==> src/rtl/ram_req_ctrl.sv <==
// ram_req_ctrl: request/response front-end and sole master of a single-port synchronous RAM.
// Turns a valid/ready request stream (read or write) into RAM port cycles. It captures the
// RAM's registered read data and returns read responses in order through a 2-entry buffer
// with valid/ready backpressure. Writes produce no response.
//
// Ports:
//   clk, rst_n        clock; synchronous active-low reset (also drives the RAM's reset)
//   req_valid_i       request present
//   req_ready_o       request can be accepted this cycle
//   req_we_i          1 = write, 0 = read
//   req_addr_i        request address
//   req_wdata_i       write data (ignored for reads)
//   rsp_valid_o       read response present
//   rsp_ready_i       consumer accepts the response
//   rsp_rdata_o       read response data (head of the response buffer)
//   ram_wr_en_o       RAM write enable
//   ram_addr_o        RAM address
//   ram_wr_data_o     RAM write data
//   ram_rd_data_i     RAM read data, registered in the RAM, valid one cycle after the address
module ram_req_ctrl #(
  parameter int unsigned DATA_WIDTH = 4,
  parameter int unsigned ADDR_WIDTH = 2
) (
  input  logic                  clk,
  input  logic                  rst_n,
  input  logic                  req_valid_i,
  output logic                  req_ready_o,
  input  logic                  req_we_i,
  input  logic [ADDR_WIDTH-1:0] req_addr_i,
  input  logic [DATA_WIDTH-1:0] req_wdata_i,
  output logic                  rsp_valid_o,
  input  logic                  rsp_ready_i,
  output logic [DATA_WIDTH-1:0] rsp_rdata_o,
  output logic                  ram_wr_en_o,
  output logic [ADDR_WIDTH-1:0] ram_addr_o,
  output logic [DATA_WIDTH-1:0] ram_wr_data_o,
  input  logic [DATA_WIDTH-1:0] ram_rd_data_i
);

  logic                  accept;
  logic                  pop;
  logic                  push;
  logic [1:0]            credit_used;

  logic                  rd_pend_q, rd_pend_d;
  logic [1:0]            count_q, count_d;
  logic                  wr_ptr_q, wr_ptr_d;
  logic                  rd_ptr_q, rd_ptr_d;
  logic [DATA_WIDTH-1:0] buf_q [2];

  always_comb begin
    rsp_valid_o = (count_q != 2'd0);
    rsp_rdata_o = buf_q[rd_ptr_q];
    pop         = rsp_valid_o && rsp_ready_i;
    push        = rd_pend_q;

    // Buffered entries plus the read in flight, less the slot freed this cycle.
    // count_q + rd_pend_q never exceeds 2 and pop implies count_q >= 1, so 2 bits suffice.
    credit_used = count_q + {1'b0, rd_pend_q} - {1'b0, pop};
    req_ready_o = rst_n && (credit_used < 2'd2);
    accept      = req_valid_i && req_ready_o;

    ram_addr_o    = req_addr_i;
    ram_wr_data_o = req_wdata_i;
    ram_wr_en_o   = accept && req_we_i;

    rd_pend_d = accept && !req_we_i;
    count_d   = count_q + {1'b0, push} - {1'b0, pop};
    wr_ptr_d  = wr_ptr_q ^ push;
    rd_ptr_d  = rd_ptr_q ^ pop;
  end

  always_ff @(posedge clk) begin
    if (!rst_n) begin
      rd_pend_q <= 1'b0;
      count_q   <= 2'd0;
      wr_ptr_q  <= 1'b0;
      rd_ptr_q  <= 1'b0;
    end else begin
      rd_pend_q <= rd_pend_d;
      count_q   <= count_d;
      wr_ptr_q  <= wr_ptr_d;
      rd_ptr_q  <= rd_ptr_d;
    end
  end

  // Storage needs no reset: an entry is only visible once count_q covers it.
  always_ff @(posedge clk) begin
    if (rst_n && push) begin
      buf_q[wr_ptr_q] <= ram_rd_data_i;
    end
  end

endmodule
==> config.mk <==
export PLATFORM = sky130hd
export DESIGN_NAME = ram_req_ctrl
export DESIGN_NICKNAME = d
export VERILOG_FILES = /design/src/rtl/ram_req_ctrl.sv
export SDC_FILE = /design/constraint.sdc
export NUM_CORES = 1
export LEC_CHECK = 0
export BUFFER_PORTS_ARGS = -buffer_cell sky130_fd_sc_hd__buf_2
export CORE_MARGIN = 2
export CORE_UTILIZATION = 47
export DETAILED_ROUTE_END_ITERATION = 7
export GPL_TIMING_DRIVEN = 1
export PLACE_DENSITY = 0.87
export SLEW_MARGIN = 20
export SYNTH_ARGS = -nofsm -noshare
export SYNTH_HDL_FRONTEND = slang
export SYNTH_SLANG_ARGS = --single-unit
==> constraint.sdc <==
create_clock -name clk -period 3.79 [get_ports clk]
set_clock_uncertainty 0.15 [all_clocks]
set_input_delay 0.379 -clock clk [delete_from_list [all_inputs] [get_ports clk]]
set_output_delay 0.379 -clock clk [all_outputs]
set_load 0.02 [all_outputs]
==> results of run 1 <==
kinds of logic after synthesis:
family                   after synthesis
XOR/XNOR                               2
flip-flops                            14
AO/OA/AOI/OAI                          1
multiplexers                           6
adder cells (fa/ha/maj)                2
AND/OR/NAND/NOR                       12
buffers and inverters                  8
cell usage after synthesis (all sizes together):
cell type,count
xnor3,1
and4b,1
and3,1
edfxtp,8
mux2,4
and2,3
o21a,1
xor2,1
and4,1
dfxtp,6
inv,2
or2,1
buf,6
ha,2
mux2i,2
and2b,1
nor2,1
nand2,2
nand2b,1
worst max-delay path: cells and delay by family, from the launching register on:
kind | cells | cell delay (ns)
AND/OR/NAND/NOR | 1 | 0.20
buffers and inverters | 2 | 0.20
XOR/XNOR | 1 | 0.25
adder cells (fa/ha/maj) | 2 | 0.45
flip-flops | 1 | 0.32
AO/OA/AOI/OAI | 1 | 0.23
layer usage:
layer / up-vias / global-route usage
met1: 157 / 0.128
li1: 178 / -
met2: 14 / 0.234
met4: 0 / 0.0750
met3: 0 / 0.0333
met5: - / 0
state kept, by name, summed over array words and instances, names as in the netlist, named ones only:
register / cells
buf_q: 8
count_q: 2
push: 1
rd_ptr_q: 1
wr_ptr_q: 1
how the worst min path moves through the flow:
stage	depth (start not counted)	slack [ns]	to
2_1_floorplan	2	0.31	flop
3_3_place_gp	2	0.33	rd_ptr_q
3_5_place_dp	2	0.34	rd_ptr_q
4_1_cts	1	0.13	buf_q[1][3]
5_1_grt	1	0.13	buf_q[0][1]
6_report	1	0.14	buf_q[0][1]
stage by stage:
stage          worst slack, ns  std cells
3_5_place_dp              1.53         69
4_1_cts                   1.30         73
5_1_grt                   1.21         73
2_1_floorplan             1.74         45
6_report                  1.33         73
3_3_place_gp              1.58         69
where the power goes:
| group | internal (mW) | switching [mW] | leakage [nW] |
|---|---|---|---|
| clock | 0.0583 | 0.0437 | 0.0210 |
| combinational | 0.0616 | 0.0568 | 0.173 |
| sequential | 0.179 | 0.0127 | 0.121 |
| total | 0.299 | 0.113 | 0.315 |
cell type report:
cell class,count,area [µm²]
tap,15,18.8
sequential,14,360
inverter,2,7.51
timing repair buffer,15,75.1
clock buffer,4,36.3
multi-input combinational,23,208
fill,117,563
cells in the final DEF (no fill, tap or decap):
cell type / count
and2_1: 2
and2_2: 1
and2b_2: 1
and3_1: 1
and4_1: 1
and4b_2: 1
buf_2: 15
clkbuf_4: 3
clkbuf_8: 1
dfxtp_1: 6
edfxtp_1: 8
ha_1: 2
inv_1: 2
mux2_2: 4
mux2i_1: 2
nand2_1: 2
nand2b_1: 1
nor2_1: 1
o21a_1: 1
or2_2: 1
xnor3_1: 1
xor2_1: 1
==> impl.org, run 1 <==
** Timing
- At the pin with the least slew margin, the transition time is 0.354 ns.
- RSZ-0062 raised after global routing :: no
- WHS :: 0.141 ns
- The total count of hold-check failures in the final report came to 0.
- Setup-failing EPs final :: 0
- Headroom to the max-slew limit came out at 0.763.
- Share of the clock period used by the worst path after layout :: 0.650
- Final slew viol count :: 0
- The worst path needs 2.46 ns of the cycle, external delays included.
- Maximum achievable frequency :: 406 MHz
- Summed over all failing endpoints, the final setup total negative slack is 0 ns.

** Synth
- Of the post-synthesis cell area, the dominant cell type holds 0.387.
- The share of the Yosys chip area taken by registers is 0.581.
- The cell area that synthesis handed to floorplanning was 621 µm².
- Synthesis handed over a netlist of 45 instances.
- Adder and majority gate portion of the synthesized area :: 0.0403
- By area, the combinational part of the netlist is dominated by simple AND/OR/NAND/NOR gates.
- Post-Synth XOR/XNOR Area :: 0.0504
- Counting every net in the synthesized netlist gives 62.
- The fraction of the mapped netlist area in compound gates was 0.0121.
- A synthesized cell averages 13.8 µm².
- Ranked by total cell area, the synthesized netlist is headed by edfxtp_1 39%, dfxtp_1 19%, buf_4 7.3%.
- Warnings from Yosys :: 0
- Share of cell area taken by muxes after synthesis :: 0.105
- Of the total synthesized cell area, the portion taken by AND, OR, NAND and NOR gates is 0.127.
- Number of register bits inferred by synthesis :: 14
- The synthesized design spends more area on one cell type than any other, namely edfxtp_1.
- Number of unique standard cell types used by synthesis :: 20

** Clock tree
- Clock transition time at the flip-flop clock pins of the worst setup and hold paths :: 0.08 ns
- Clock buffer depth :: 2
- Clock network latency to the later pin of the worst-skew pair :: 0.27 ns
- Clock root buffer :: clkbuf_4
- Counting the buffers created by CTS gives 3.
- After clock tree synthesis, the setup repair step added 0 buffers.
- For this design, the CTS-stage hold fixing added 0 buffers.
- Number of instances resized during post-cts repair :: 0
- In this run the number of H-tree levels came out at 1.
- The tree built by TritonCTS fans out to 14 sinks.
- Clock tree from TritonCTS :: yes

** Run status
- The run finished with clean final reports.

** Drt
- Before antenna repair, the detailed router went through 4 iterations.
- For this block, the initial DRC count from the detailed router was 1.
- Wire segments on met3 add up to 49 µm in the final route.
- The final layout contains routed wiring with a total length of 905 µm.
- Ratio of routed vias to standard cells :: 4.78
- Remaining antenna violation count after routing :: 0
- In the routed design, unresolved DRC markers number 0.
- Detailed-routed wire length on met2 :: 476 µm
- After detailed routing, no signal wire sits above met3.
- After detailed routing, the average wire length per cell comes to 12.4 µm.
- The detailed router put a total of 379 µm of wire on met1.
- The final route contains 349 vias.

** Setup path
- Crit path capture :: ram_wr_en_o
- Worst path cell trace :: o21a_1, ha_1, inv_1, ha_1, xnor3_1, and4_1, buf_2
- CP endpoint kind :: output pin
- In this run the worst setup path begins at count_q[0].
- In this design, the stage delay of the slowest critical-path cell is 0.32 ns.
- Number of cells on the worst reg-to-reg path :: 6
- At the worst endpoint, the required time is 3.26 ns.
- At the worst endpoint, the arrival time is 1.93 ns.
- The worst setup path is launched from a flop.
- Cell type with the highest occurrence count on the critical path :: ha_1
- Startpoint of the most critical register-to-register path :: count_q[0]
- For this design, the slowest cell found on the critical path is dfxtp_1.
- Of all nets on the critical path, the largest fanout is 4.
- Setup slack of the most critical reg-to-reg path :: 2.01 ns
- The critical path is of the flop to output pin type.
- Worst R2R End :: count_q[1]

** Finish
- Compared with the post-synthesis result, the final layout area differs by 13.7%.
- Nets :: 76
- Inserted Diodes :: 0
- Share of cells above drive strength 1 :: 0.466
- Once layout is complete, the utilization of the core stands at 0.556.
- After routing the design area is 706 µm².

** Worst hold path
- The path class of the tightest hold or removal check is input port to flop.
- Worst Min Path Start :: ram_rd_data_i[1]

** Place
- Post-Place Cell Area :: 669 µm²
- Once detailed placement completed, the half-perimeter wirelength came to 735 µm.
- Port buffering added 15 buffers.
- Final RePlAce weighted congestion :: 0.737

** GRT
- The number of global-route vias before repair is 344.
- After global routing the overflow that remains totals 0.
- Global router's overall resource usage :: 0.128
- Entering global routing, the biggest net connects 11 pins.
- Wire length of the first global-routing pass :: 1.30 mm
- Number of antenna violations at the first check in global routing :: 0

** Floorplanning
- Floorplan row count :: 13
- The core region is 1270 µm².
- Die Y-Extent :: 40.3 µm
- In this run the horizontal extent of the chip is 40.3 µm.
- 28 I/O pins were placed.
- Die outline area :: 1630 µm²
- For this configuration, the core starts out at a cell density of 0.489.

** Job
- Max-cap violations in this run came to 0.

** Pwr
- Static leakage :: 0.315 nW
- Max VDD drop :: 336 µV
- Total design power :: 412 µW
- Ratio of total power to cell area :: 584 nW/µm²
No activity file was read; power rests on OpenSTA's default activity.
==> run 2, diff against run 1 <==
- ABC_AREA: not set -> 1
- CORE_UTILIZATION: 47 -> 44
- PLACE_DENSITY: 0.87 -> 0.82
- clock period: 3.79 -> 2.48 ns (I/O delays scaled with it)
==> impl.org, run 2 <==
** Setup path
- CP required :: 2.08 ns
- In this run the critical register-to-register path is launched from count_q[1].
- Grouping stages by cell kind, the critical path spends the most delay in adder cells.
- Delay contributed by the slowest stage of the critical path :: 0.34 ns
- The worst setup path is captured at an output pin.
- The worst register-to-register path has a depth of 11.
- The signal on the critical path passes through o21a_2, ha_1, inv_1, ha_1, inv_1, nand2_2, nand2_1, nand2_2, nand2_2, nand3_2, nor2_1, buf_4.
- Together, buffers and inverters on the worst path number 3.
- Start-to-end type of the worst setup path :: flop to output pin
- The largest individual stage delay along the critical path comes from the cell dfxtp_2.
- Of all nets on the critical path, the largest fanout is 3.
- In this run the worst setup path begins at count_q[1].
- Critical Path Start Type :: flop
- Cell type with the highest occurrence count on the critical path :: nand2_2
- Across all register-to-register paths, the minimum setup slack is 0.79 ns.
- Worst Path Arrival :: 1.91 ns
- The endpoint identified for the worst register-to-register timing path is push.

** Run status
- Status :: complete, no violations

** Finish
- Leaving out fill and tap cells, the most frequent cell in the layout is buf_2.
- In the layout the commonest cells are 14 x buf_2, 10 x inv_1, 8 x edfxtp_1.
- Share of cells above drive strength 1 :: 0.431
- The largest registers in the layout are buf_q x8, count_q x2.
- Inserted Diodes :: 0
- Summing all flip-flop and latch instances after layout gives 363 µm².
- Measured on the finished design, the core utilization comes to 0.554.
- Flip-flop count of the largest register after layout :: 8
- For this run, the post-layout net count is 90.
- After routing the design area is 729 µm².
- The area growth from synthesis to layout is 16.4%.
- The layout has 118 filler cells.
- Area of the multi-input gates :: 186 µm²
- Biggest register :: buf_q

** Worst hold path
- Capture endpoint of the worst hold path :: buf_q[0][3]
- Hold Path Cell Cnt :: 1
- The startpoint identified for the worst hold timing path is ram_rd_data_i[3].
- The path class of the tightest hold or removal check is input port to flop.

** Place
- At the end of routability-driven placement, the weighted congestion stood at 0.746.
- The wire-length estimate of the detail-placed layout is 652 µm.
- IO Port Bufs :: 15
- Post-Place Cell Area :: 676 µm²

** GRT
- The first global-routing pass estimated 1.50 mm of wire.
- The number of global-route vias before repair was 393.
- Entering global routing, the biggest net connects 9 pins.
- Number of antenna violations at the first check in global routing :: 0
- Global routing finished with a remaining overflow of 0.
- Global router's overall resource usage :: 0.114

** Synth
- Cells after Synth :: 58
- Warnings from Yosys :: 0
- Synthesized Nets :: 75
- In the post-synthesis netlist, the cell with the most instances is inv_1.
- Number of register bits inferred by synthesis :: 14
- Top cell type by total area after synthesis :: edfxtp_1
- In the synthesized netlist, the cells that appear most often are 10 x inv_1, 8 x edfxtp_1, 7 x nand2_1.
- In the synthesized netlist the dominant register cell turns out to be edfxtp_1.
- In this run, distinct cell masters in the synthesized netlist total 14.
- For this run, the register share of the synthesized area comes to 0.575.
- Summing every instance area after synthesis gives 627 µm².
- Share of the synthesized area in the top cell type :: 0.383
- Fraction of synthesis flops using an asynchronous set or reset pin :: 0
- In this run the mean area of a mapped cell was 10.8 µm².
- After synthesis, the cell types taking the most area are edfxtp_1 38%, dfxtp_1 19%, buf_4 7.2%.
- EDFF count, synth :: 8

** Drt
- Ratio of routed vias to standard cells :: 4.49
- In this run, the number of DRC markers left after iteration 0 of detailed routing was 4.
- The count of nets left with antenna violations once routing finished came out at 0.
- Count of vias placed by the detailed router :: 391
- Signal routing reaches up to met4.
- The first detailed-routing pass ran for 4 iterations.
- Detailed-routed wire length on met2 :: 437 µm
- DRC violation count after routing :: 0
- After detailed routing, the wire length on met1 is 351 µm.
- After detailed routing, the total wire length is 878 µm.
- Dividing the detail-routed wire length by the instance count gives 10.1 µm.
- Met3 wire len :: 60 µm

** Timing
- Final slew viol count :: 0
- Setup total negative slack on the finished layout was measured at 0 ns.
- The total count of hold-check failures in the final report is 0.
- Across all hold checks on the routed design, the worst slack comes to 0.00767 ns.
- Headroom to the max-slew limit came out at 0.598.
- Measured slew at the worst slew-check pin :: 0.599 ns
- Setup violations remaining at the end of the flow were counted as 0.
- Static timing analysis puts the maximum clock frequency at 432 MHz.
- Final period demand of the worst path :: 2.31 ns
- Dividing the final minimum period by the clock period gives 0.933.
- RSZ-0062 raised after global routing :: no

** Floorplanning
- Floorplan row count :: 13
- Effective utilization at floorplan :: 0.476
- The floorplan step set the die height to 41.7 µm.
- The region available for standard cell placement spans 1320 µm².
- The die covers 1740 µm².
- For this design the top-level I/O count stands at 28.
- Chip Width :: 41.7 µm

** Pwr
- Max VDD drop :: 469 µV
- Ratio of total power to cell area :: 976 nW/µm²
- Static leakage :: 0.331 nW

** Clock tree
- TritonCTS built the clock tree.
- The longest clock path from root to sink contains 2 buffers.
- Sink count of the clock tree :: 14
- Buffers inserted during clock tree synthesis total 3.
- Clock network latency to the later pin of the worst-skew pair :: 0.28 ns
- Clock transition time at the flip-flop clock pins of the worst setup and hold paths :: 0.08 ns
- CTS built an H-tree with a depth of 1.
- The tree is rooted in a clkbuf_4.

** Job
- Max-cap violations in this run came to 0.
run 2: stage by stage:
| stage | setup WS [ns] | std cells | power, mW |
|---|---|---|---|
| 2_1_floorplan | 0.458 | 58 | 0.505 |
| 3_3_place_gp | 0.453 | 82 | 0.547 |
| 3_5_place_dp | 0.432 | 82 | 0.549 |
| 4_1_cts | 0.120 | 87 | 0.709 |
| 5_1_grt | 0.0169 | 87 | 0.759 |
| 6_report | 0.167 | 87 | 0.712 |
run 2: worst max path at each step:
stage	slack (ns)	end	depth (start not counted)
finish	0.17	ram_wr_en_o	12
global placement	0.45	ram_wr_en_o	12
CTS	0.12	ram_wr_en_o	12
detailed placement	0.43	ram_wr_en_o	12
floorplan	0.46	ram_wr_en_o	11
global route	0.02	ram_wr_en_o	12
run 2: repair_timing:
| action | CTS | global route |
|---|---|---|
| gates resized for setup | 0 | 4 |
| hold buffers | 1 | 0 |
| setup endpoints to repair | 0 | 1 |
| endpoints found under the hold margin | 1 | 0 |
| setup buffers | 0 | 0 |
run 2: kinds of logic after synthesis:
family,count (synthesis),synth area share
AO/OA/AOI/OAI,3,0.0299
AND/OR/NAND/NOR,18,0.138
buffers and inverters,16,0.132
flip-flops,14,0.575
multiplexers,4,0.0719
adder cells (fa/ha/maj),2,0.0399
XOR/XNOR,1,0.0140
run 2: layout make-up:
class / instances / area share
multi-input cells: 28 / 0.256
flip-flops and latches: 14 / 0.497
inverters: 10 / 0.0515
repair buffers: 16 / 0.120
clock buffers: 4 / 0.0497
well taps: 15 / 0.0257
run 2: power by group:
part	internal (mW)	switching [mW]	total, mW
Sequential	0.282	0.0222	0.304
Combinational	0.107	0.140	0.247
Clock	0.0893	0.0711	0.160
run 2: metal layers:
| metal | global-route usage | vias up |
|---|---|---|
| li1 | - | 206 |
| met1 | 0.119 | 168 |
| met2 | 0.203 | 10 |
| met3 | 0.0304 | 7 |
| met4 | 0.0645 | 0 |
| met5 | 0 | - |
==> run 3, diff against run 2 <==
- GPL_TIMING_DRIVEN: 1 -> 0
==> impl.org, run 3 (synthesis results as in run 2) <==
** Run status
- Status :: complete, no violations

** Drt
- For this run, design rule violations remaining after detail routing come to 0.
- Count of vias placed by the detailed router :: 452
- Dividing the detail-routed via count by the number of cells gives 4.48.
- Average wire per cell in the routed design :: 9.96 µm
- The first detailed-routing pass took 2 iterations.
- DRT iter0 DRCs :: 10
- Once detail routing completed, the nets flagged for antenna violations numbered 0.
- Detailed Route WL :: 1.01 mm

** Timing
- The max-slew violation count was 0.
- Subtracting the final worst setup slack from the clock period gives 2.32 ns.
- Headroom to the max-slew limit came out at 0.590.
- Setup-failing EPs final :: 0
- Share of the clock period used by the worst path after layout :: 0.936
- Final count of hold timing violations :: 0
- Measured slew at the worst slew-check pin :: 0.611 ns
- Based on the critical path, the design can be clocked at up to 431 MHz.

** Setup path
- STA classifies the critical path startpoint as a flop.
- CP required :: 2.08 ns
- Worst path cell trace :: o21a_4, ha_1, inv_1, ha_2, inv_1, nand2_1, nand2_1, nand2_2, nand2_2, nand3_2, nor2_1, buf_4
- Data on the critical path arrives at its endpoint at 1.92 ns.
- Slowest stage cell, crit path :: dfxtp_1
- In this design, the stage delay of the slowest critical-path cell is 0.32 ns.
- Counting both buffers and inverters, the worst setup path holds a total of 3.
- Maximum fanout encountered on the critical timing path :: 2
- Family with the most delay on the worst path :: simple AND/OR/NAND/NOR gates
- The critical path is of the flop to output pin type.
- The worst setup path is captured at an output pin.

** Finish
- Nets :: 104
- Flip-flop count of the largest register after layout :: 8
- Share of cells above drive strength 1 :: 0.488
- Synthesis-to-layout area growth :: 32.3%
- Largest registers in the final layout :: buf_q x8, count_q x2
- Most frequent standard cell in the layout excluding fill and tap cells :: buf_2
- Inserted Diodes :: 0
- Excluding fillers, the count of instances in the completed layout stands at 101.
- The register with the most flip-flops in the final layout is buf_q.
- Post-route cell area :: 830 µm²
- The top cell types in the final layout, fill and taps aside, are 20 x buf_2, 10 x inv_1, 8 x edfxtp_1.

** Floorplanning
- For this configuration, the core starts out at a cell density of 0.476.
- Core Region :: 1320 µm²
- From bottom edge to top edge, the die measures 41.7 µm.
- From left edge to right edge, the die measures 41.7 µm.
- Die outline area :: 1740 µm²
- Floorplan row count :: 13
- I/O pin total :: 28

** Pwr
- Dividing total power by cell area gives a power density of 886 nW/µm².
- Of the total power, the share spent switching nets is 0.333.
- The share of total power dissipated in the clock network is 0.216.
- Power dissipated by switching net loads :: 245 µW
- In this run the static leakage power is 0.390 nW.
- Proportion of power drawn by combinational gates :: 0.367
- Max VDD drop :: 489 µV
- The share of total power dissipated in sequential elements is 0.416.
- The internal portion of the total power is 490 µW.

** Clock tree
- CTS saw 14 sinks.
- TritonCTS built the clock tree.
- CTS placed an instance of clkbuf_4 at the clock tree root.
- Clock network latency to the later pin of the worst-skew pair :: 0.28 ns
- Clock tree synthesis inserted a total of 3 buffers.
- After clock tree synthesis, the clock-pin slew on the worst setup and hold paths is 0.08 ns.
- Clock buffer depth :: 2
- CTS built an H-tree with a depth of 1.

** Place
- Cell count after placement :: 94
- Port buffering added 21 buffers.
- DP Wirelength :: 740 µm
- After detailed placement, the total cell area comes to 751 µm².
- Routability-driven placement finished with a final weighted congestion of 0.745.

** Job
- Across the run, the number of max-cap violations was 0.

** GRT
- Global route total overflow :: 0
- Number of global-route vias before repair :: 464
- Global router's overall resource usage :: 0.135
- The number of antenna violations at the first check in global routing was 0.
- Wire length of the first global-routing pass :: 1.71 mm
- Entering global routing, the biggest net connects 9 pins.

** Worst hold path
- In this run the worst hold path is classified as input port to flop.
run 3: routing by layer:
metal  up-vias  GRT usage  part of all wire
met5         -          0                 0
met4         0     0.0903            0.0099
met3         2     0.0696             0.087
met2        22      0.222              0.52
met1       195      0.129              0.38
li1        233          -                 -
run 3: through the flow:
stage	TNS, ns	worst slack [ns]	hold WS, ns	util	power (mW)
6_report	0	0.159	0.0135	0.630	0.735
5_1_grt	-0.00588	-0.00588	0.00156	0.630	0.793
4_1_cts	0	0.0905	0.00256	0.613	0.734
3_5_place_dp	0	0.416	0.274	0.570	0.569
3_3_place_gp	0	0.458	0.268	0.570	0.564
2_1_floorplan	0	0.458	0.170	-	0.505
run 3: timing repair:
action | in CTS | in global routing
hold buffers | 2 | 1
setup buffers | 0 | 0
endpoints found under the setup margin | 0 | 1
gates resized for setup | 0 | 4
endpoints found under the hold margin | 2 | 2
run 3: power by group through the flow:
| stage | Sequential [mW] | Combinational, mW | Clock, mW |
|---|---|---|---|
| detailed placement | 0.307 | 0.262 | 0 |
| CTS | 0.302 | 0.268 | 0.164 |
| finish | 0.306 | 0.270 | 0.159 |
| global route | 0.310 | 0.307 | 0.177 |
| floorplan | 0.302 | 0.203 | 0 |
| global placement | 0.307 | 0.257 | 0 |
run 3: area by class of cell:
cell class                 count  area, µm²
tap                           15       18.8
multi-input combinational     28        193
sequential                    14        362
fill                         108        488
inverter                      10       37.5
timing repair buffer          24        138
clock buffer                   4       36.3
buffer                         6       45.0
run 3: worst paths after layout:
| path | startpoint | end | slack [ns] | depth (start not counted) |
|---|---|---|---|---|
| worst max-delay path | count_q[0] | ram_wr_en_o | 0.16 | 12 |
| worst min-delay path | ram_rd_data_i[3] | buf_q[0][3] | 0.01 | 1 |
| worst max register to register | count_q[0] | push | 0.79 | 11 |
| worst min register to register | wr_ptr_q | wr_ptr_q | 0.32 | 2 |
